## config.mk

```make
export PLATFORM = sky130hd
export DESIGN_NAME = mmio_fifo_ctrl
export DESIGN_NICKNAME = d
export VERILOG_FILES = /design/src/rtl/mmio_fifo_pkg.sv /design/src/rtl/mmio_rsp_pipe.sv /design/src/rtl/mmio_fifo_ctrl.sv
export SDC_FILE = /design/constraint.sdc
export NUM_CORES = 1
export LEC_CHECK = 0
export ABC_AREA = 1
export CORE_MARGIN = 4
export CORE_UTILIZATION = 40
export CTS_CLUSTER_DIAMETER = 30
export DETAILED_ROUTE_END_ITERATION = 8
export MAX_ROUTING_LAYER = met4
export PLACE_DENSITY = 0.84
export SLEW_MARGIN = 20
export SYNTH_ARGS = -nofsm -noshare
export SYNTH_HDL_FRONTEND = slang
export SYNTH_SLANG_ARGS = --single-unit
```

## constraint.sdc

```tcl
create_clock -name clk -period 8.7 [get_ports clk]
set_clock_uncertainty 0.2 [all_clocks]
set_input_delay 2.61 -clock clk [delete_from_list [all_inputs] [get_ports clk]]
set_output_delay 2.61 -clock clk [all_outputs]
set_load 0.1 [all_outputs]
```

## src/rtl/mmio_fifo_pkg.sv

```systemverilog
// rtl/mmio_fifo_pkg.sv - register offsets, STATUS/CTRL fields and response stage type
package mmio_fifo_pkg;

  localparam logic [15:0] OFS_DATA   = 16'd0;
  localparam logic [15:0] OFS_STATUS = 16'd2;
  localparam logic [15:0] OFS_CTRL   = 16'd4;

  localparam int ST_OVF   = 63;
  localparam int ST_UDF   = 62;
  localparam int ST_FULL  = 61;
  localparam int ST_EMPTY = 60;

  localparam logic [63:0] CTRL_FLUSH = 64'h1;
  localparam logic [63:0] CTRL_CLR   = 64'h2;

  typedef struct packed {
    logic        valid;
    logic [8:0]  tid;
    logic        is_data;
    logic        popped;
    logic [63:0] status;
  } t_rsp_stage;

endpackage

```

## src/rtl/mmio_rsp_pipe.sv

```systemverilog
// rtl/mmio_rsp_pipe.sv - fixed-latency read response shift pipeline
module mmio_rsp_pipe
  import mmio_fifo_pkg::*;
#(
  parameter int STAGES = 2
) (
  input  logic       clk,
  input  logic       rst,
  input  t_rsp_stage in_stage,
  output t_rsp_stage out_stage
);

  t_rsp_stage stage_q [STAGES];
  t_rsp_stage stage_d [STAGES];

  always_comb begin
    stage_d[0] = in_stage;
    for (int i = 1; i < STAGES; i++) begin
      stage_d[i] = stage_q[i-1];
    end
  end

  always_ff @(posedge clk or posedge rst) begin
    if (rst) begin
      for (int i = 0; i < STAGES; i++) begin
        stage_q[i] <= '0;
      end
    end else begin
      for (int i = 0; i < STAGES; i++) begin
        stage_q[i] <= stage_d[i];
      end
    end
  end

  assign out_stage = stage_q[STAGES-1];

endmodule

```

## src/rtl/mmio_fifo_ctrl.sv

```systemverilog
// rtl/mmio_fifo_ctrl.sv - MMIO sequencer for the AFU data FIFO with STATUS/CTRL CSRs
module mmio_fifo_ctrl
  import mmio_fifo_pkg::*;
#(
  parameter int          DEPTH  = 16,
  parameter int          RD_LAT = 1,
  parameter logic [15:0] BASE   = 16'h0030
) (
  input  logic        clk,
  input  logic        rst,
  input  logic        mmio_wr,
  input  logic        mmio_rd,
  input  logic [15:0] mmio_addr,
  input  logic [8:0]  mmio_tid,
  input  logic [63:0] mmio_wdata,
  output logic        fifo_push,
  output logic [63:0] fifo_wdata,
  output logic        fifo_pop,
  input  logic [63:0] fifo_rdata,
  output logic        fifo_flush,
  output logic        rsp_valid,
  output logic [8:0]  rsp_tid,
  output logic [63:0] rsp_data,
  output logic        hit
);

  localparam int            CW       = $clog2(DEPTH) + 1;
  localparam logic [CW-1:0] FULL_CNT = CW'(DEPTH);

  logic [CW-1:0] count_q, count_d;
  logic          ovf_q, ovf_d, udf_q, udf_d;
  logic          fifo_push_q, fifo_push_d, fifo_pop_q, fifo_pop_d, fifo_flush_q, fifo_flush_d;
  logic [63:0]   fifo_wdata_q, fifo_wdata_d;
  logic          sel_data, sel_status, sel_ctrl;
  logic          wr_data, rd_data, rd_status, wr_ctrl;
  logic          full, empty, push_ok, pop_ok;
  logic [63:0]   status_snap;
  t_rsp_stage    rsp_in, rsp_out;

  assign sel_data   = (mmio_addr == BASE + OFS_DATA);
  assign sel_status = (mmio_addr == BASE + OFS_STATUS);
  assign sel_ctrl   = (mmio_addr == BASE + OFS_CTRL);

  assign wr_data   = mmio_wr & sel_data;
  assign wr_ctrl   = mmio_wr & sel_ctrl;
  assign rd_data   = mmio_rd & sel_data;
  assign rd_status = mmio_rd & sel_status;

  assign full    = (count_q == FULL_CNT);
  assign empty   = (count_q == '0);
  // Both decisions look at the pre-cycle count, so a same-cycle push cannot feed a pop.
  assign push_ok = wr_data & ~full;
  assign pop_ok  = rd_data & ~empty;

  assign hit = ~rst & (rd_data | rd_status);

  always_comb begin
    count_d      = count_q + CW'(push_ok) - CW'(pop_ok);
    ovf_d        = ovf_q;
    udf_d        = udf_q;
    fifo_push_d  = push_ok;
    fifo_pop_d   = pop_ok;
    fifo_flush_d = 1'b0;
    fifo_wdata_d = push_ok ? mmio_wdata : fifo_wdata_q;
    if (wr_ctrl) begin
      if ((mmio_wdata & CTRL_FLUSH) != '0) begin
        fifo_flush_d = 1'b1;
        count_d      = '0;
      end
      if ((mmio_wdata & CTRL_CLR) != '0) begin
        ovf_d = 1'b0;
        udf_d = 1'b0;
      end
    end
    if (wr_data && full) ovf_d = 1'b1;
    if (rd_data && empty) udf_d = 1'b1;
  end

  always_ff @(posedge clk or posedge rst) begin
    if (rst) begin
      count_q      <= '0;
      ovf_q        <= 1'b0;
      udf_q        <= 1'b0;
      fifo_push_q  <= 1'b0;
      fifo_pop_q   <= 1'b0;
      fifo_flush_q <= 1'b0;
      fifo_wdata_q <= '0;
    end else begin
      count_q      <= count_d;
      ovf_q        <= ovf_d;
      udf_q        <= udf_d;
      fifo_push_q  <= fifo_push_d;
      fifo_pop_q   <= fifo_pop_d;
      fifo_flush_q <= fifo_flush_d;
      fifo_wdata_q <= fifo_wdata_d;
    end
  end

  assign fifo_push  = fifo_push_q;
  assign fifo_pop   = fifo_pop_q;
  assign fifo_flush = fifo_flush_q;
  assign fifo_wdata = fifo_wdata_q;

  always_comb begin
    status_snap           = '0;
    status_snap[ST_OVF]   = ovf_q;
    status_snap[ST_UDF]   = udf_q;
    status_snap[ST_FULL]  = full;
    status_snap[ST_EMPTY] = empty;
    status_snap[15:0]     = 16'(count_q);
    rsp_in.valid   = rd_data | rd_status;
    rsp_in.tid     = mmio_tid;
    rsp_in.is_data = rd_data;
    rsp_in.popped  = pop_ok;
    rsp_in.status  = status_snap;
  end

  mmio_rsp_pipe #(.STAGES(RD_LAT + 1)) u_rsp_pipe (
    .clk       (clk),
    .rst       (rst),
    .in_stage  (rsp_in),
    .out_stage (rsp_out)
  );

  // The last stage lines up with the FIFO read data of the pop issued for it.
  always_comb begin
    rsp_valid = rsp_out.valid;
    rsp_tid   = '0;
    rsp_data  = '0;
    if (rsp_out.valid) begin
      rsp_tid = rsp_out.tid;
      if (rsp_out.is_data) begin
        rsp_data = rsp_out.popped ? fifo_rdata : '0;
      end else begin
        rsp_data = rsp_out.status;
      end
    end
  end

endmodule

```

# After elaboration in Yosys (flattened, before gate mapping)
# Cells that the tools add are included.
totals:
  inputBits: 157
  elab_cells: 54
  output_inout_bits: 142
  reg_bits: 115
classes:
  n_reduce_logical: 9
  muxes: 12
  n_eq_ne: 4
  n_addsub: 2
  n_bitwise: 11
ops:
  columns: ["cell", "n"]
  rows:
  - ["64-bit two-way mux", 3]
  - ["16-bit by 6-bit == test with 1-bit output (second input constant)", 3]
  - ["5-bit two-way mux", 2]
  - ["9-bit two-way mux", 1]
  - ["2-bit nonzero test", 4]
  - ["1-bit bitwise AND", 7]
  - ["1-bit two-way mux", 6]
  - ["5-bit by 1-bit adder with 5-bit output", 1]
  - ["5-bit == test (second input constant)", 1]
  - ["5-bit logical NOT", 1]
  - ["5-bit by 1-bit subtractor with 5-bit output", 1]
  - ["2-bit AND reduction", 2]
  - ["1-bit inverter", 3]
  - ["1-bit logical AND", 2]
  - ["1-bit bitwise OR", 1]

# Logic depth before layout (Yosys ltp)
depth:
  ltp_word: 7
  mapped_depth: 16
  depth_no_buf: 16

# Cells and area by module
# A second synthesis with hierarchy kept.
hier_totals:
  cells_unflattened: 759
  hier_area_um2: 8430.6
by_module_without_submodules:
  columns: ["module", "area_each_um2", "instances", "cells_each", "seq_area_each_um2"]
  rows:
  - ["mmio_fifo_ctrl", 4623.2, 1, 606, 1851.8]
  - ["mmio_rsp_pipe", 3807.4, 1, 153, 3803.6]

# Worst setup path after synthesis
# No wires, ideal clock.
synth_path:
  path_type: "input to output"
  from: "in fifo_rdata[0]"
  to: "out rsp_data[0]"
  t_required_ns: 5.890
  path_buffers: 0
  arrival_ns: 4.743
  path_stages: 2
  setup_slack_ns: 1.147
  path_cell_list: "inv_1 o21ai_0"
synth_via:
  elab_chain_cells: 3
synth_rtl:
  columns: ["element", "line_no", "source"]
  rows:
  - ["start, declared", "mmio_fifo_ctrl.sv:19", "input logic [63:0] fifo_rdata,"]
  - ["64-bit two-way mux", "mmio_fifo_ctrl.sv:133", "rsp_data = rsp_out.popped ? fifo_rdata : '0;"]
  - ["64-bit two-way mux", "mmio_fifo_ctrl.sv:132", "if (rsp_out.is_data) begin"]
  - ["64-bit two-way mux", "mmio_fifo_ctrl.sv:130", "if (rsp_out.valid) begin"]
  - ["end, declared", "mmio_fifo_ctrl.sv:23", "output logic [63:0] rsp_data,"]
# No other way between the ends.

# Worst setup path in the final report
layout_path:
  from: "in fifo_rdata[62]"
  to: "out rsp_data[62]"
# The elaborated chain is that of the path after synthesis.

==> summary.txt <==
Status: finished clean
Clock period minus worst slack: 7.39 ns
Number of synthesized flops with an enable pin: 0
Setup CP Type: in2out
Pre-Repair DR Iteration Count: 4
Total negative slack: 0 ns
Startpoint of the worst hold path: u_rsp_pipe.stage_d[1]
# DRC: 0
GRT Resource Usage Total: 0.227
Post-synthesis cell count: 572
R2r startpoint: count_q[3]
Yosys reg bits: 115
Worst Hold Endpoint: u_rsp_pipe.out_stage[1]
Antenna violation net count after detailed routing: 0
Slew Viols, Final: 0
Pwr Density: 152 nW/um^2
Clock tree sinks: 115
Port Buffers: 298
Max-cap violations: 0
Worst hold path class: reg2reg
Crit path arrival time: 4.58 ns
Synth top area share: 0.553
DR WL/cell: 15.8 um
Critical Path End Type: primary output
Die Width: 122 um
Most frequent cell after synthesis: nand2_1
First-pass GRT wire length: 25100 um
CP max stage cell: clkdlybuf4s50_1
Initial core utilization: 0.411
CTS tree: built
RSZ-0062 raised after global routing: no
Post-CTS setup buffers: 0
Clock transition at the registers of the reported paths: 0.05 ns
Synth area leaders: dfrtp_1 (55%), nand2_1 (11%), nand3_2 (9.6%), inv_1 (6.7%), nor2_1 (4.8%)
Final GP Congestion: 0.823
R2R depth: 15
Synth warn: 0
Util after Layout: 0.692
Hold depth: 0
Final Hold Fails: 0
Netlist cell types: 25
CP startpoint kind: input pin
Synth top cells by count: nand2_1 (154), dfrtp_1 (115), inv_1 (93)
Rows: 41
Total grt overflow: 0
Net count, final: 1029
Largest net degree at the start of global routing: 66
Die Footprint: 14900 sq um
Synth area leader: dfrtp_1
TritonCTS Buffers: 17
Setup slack, reg-to-reg: 5.85 ns
Required @ worst endpoint: 5.89 ns
Area Growth Syn to Fin: 68.5%
DR iter-0 viols: 264
Initial antenna violation count: 0
Hold-fix buffers, CTS: 0
Ys flop type: dfrtp_1
Fmax: 135 MHz
Slew HR: 0.310
Share of layout cells above drive strength 1: 0.110
Vias in the first global route: 4862
H-Tree Depth: 4
Final wirelength: 16600 um
Period utilisation layout: 0.850
DP HPWL: 12300 um
CTS Buffer Depth: 2
Ys async rst share: 1.00
Core Footprint: 12700 sq um
Dpl cells: 1018
Measured slew at the worst slew-check pin: 1.03 ns
I/O pins: 299
Seq/Total Area, Yosys: 0.553
Clock Latency Late Sink: 0.40 ns
CP max FO: 1
Clk root buf: clkbuf_16
Syn Std Cell Area: 5210 sq um
Finished Layout Cells: 1050
Die Ht: 122 um
N_diodes: 0
Net Count, Synth: 736
Mean Syn Cell Area: 9.10 sq um
Max stage delay on crit path: 1.23 ns
FF-to-FF End: count_q[4]
Via density: 4.49
Setup Viol. Count Final: 0
Post_cts resized: 0
Cell mode on critical path: clkdlybuf4s50_1
Peak VDD IR: 0.0973 mV
DR vias: 4712
Leakage: 4.33 nW
Crit-path cells: clkdlybuf4s50_1 > inv_1 > o21ai_0 > clkdlybuf4s50_1
==> flip-flops by register name (all words and copies together) (netlist names) <==
register	flops
u_rsp_pipe.stage_d	21
udf_q	1
fifo_wdata	64
ovf_q	1
fifo_push	1
u_rsp_pipe.out_stage	21
count_q	5
fifo_flush	1
==> metrics by stage <==
stage | total power (W) | setup slack [ns] | cell area (sq um) | hold slack, ns
detailed placement | 0.000700 | 1.33 | 8210 | 0.135
global route | 0.00138 | 1.25 | 8770 | 0.148
global placement | 0.000694 | 1.28 | 8210 | 0.132
CTS | 0.00135 | 1.30 | 8770 | 0.146
floorplan | 0.000614 | 1.15 | 5210 | 0.131
finish | 0.00134 | 1.31 | 8770 | 0.144
==> metal layers <==
metal	track usage	wire length, um
met1	0.250	6380
met2	0.387	8420
met3	0.0659	1330
met4	0.0924	437
met5	-	0
==> final cells by class <==
type,instances,area (sq um)
clock inverters,9,80.1
fillers,981,3900
clock buffers,23,478
well taps,172,215
repair buffers,303,3010
inverters,94,355
multi-input cells,334,1760
flip-flops and latches,115,2880
==> cells by family after synthesis <==
kind of cell | share of synthesized area
AOI/OAI and AO/OA | 0.0115
adders and majority gates | 0.0183
DFF | 0.553
xor gates and xnor gates | 0.00673
buffers and inverters | 0.111
and+or+nand+nor | 0.300
==> worst max-delay path: cells and delay by family <==
kind / cells / cell delay (ns)
AOI/OAI and AO/OA: 1 / 0.22
buffers and inverters: 3 / 1.74
==> cell usage in the layout, fill, tap and decap left out, types with 2 or more instances in the layout <==
| master | count |
|---|---|
| clkdlybuf4s50_1 | 293 |
| nand2_1 | 154 |
| dfrtp_1 | 115 |
| inv_1 | 92 |
| nor2_1 | 66 |
| nand3_2 | 51 |
| nand3_1 | 28 |
| clkbuf_16 | 17 |
| buf_4 | 10 |
| o21ai_0 | 9 |
| ha_1 | 6 |
| clkinv_2 | 4 |
| clkinvlp_4 | 4 |
| nor2_4 | 3 |
| nand4_1 | 3 |
| a21oi_1 | 3 |
| xor2_1 | 3 |
| clkbuf_1 | 3 |
| clkbuf_8 | 3 |
| nor2_2 | 2 |
| nand3b_1 | 2 |
==> report_power, final <==
part	switching (W)	internal, W
registers	0.00000972	0.000555
clock network	0.000233	0.000412
logic	0.0000483	0.0000773
total	0.000291	0.00104
==> worst max path at each step <==
stage | startpoint | end
2_1_floorplan | fifo_rdata[0] | rsp_data[0]
4_1_cts | fifo_rdata[62] | rsp_data[62]
5_1_grt | fifo_rdata[62] | rsp_data[62]
3_5_place_dp | fifo_rdata[62] | rsp_data[62]
3_3_place_gp | fifo_rdata[62] | rsp_data[62]
6_report | fifo_rdata[62] | rsp_data[62]
No activity file was read; power rests on OpenSTA's default activity.
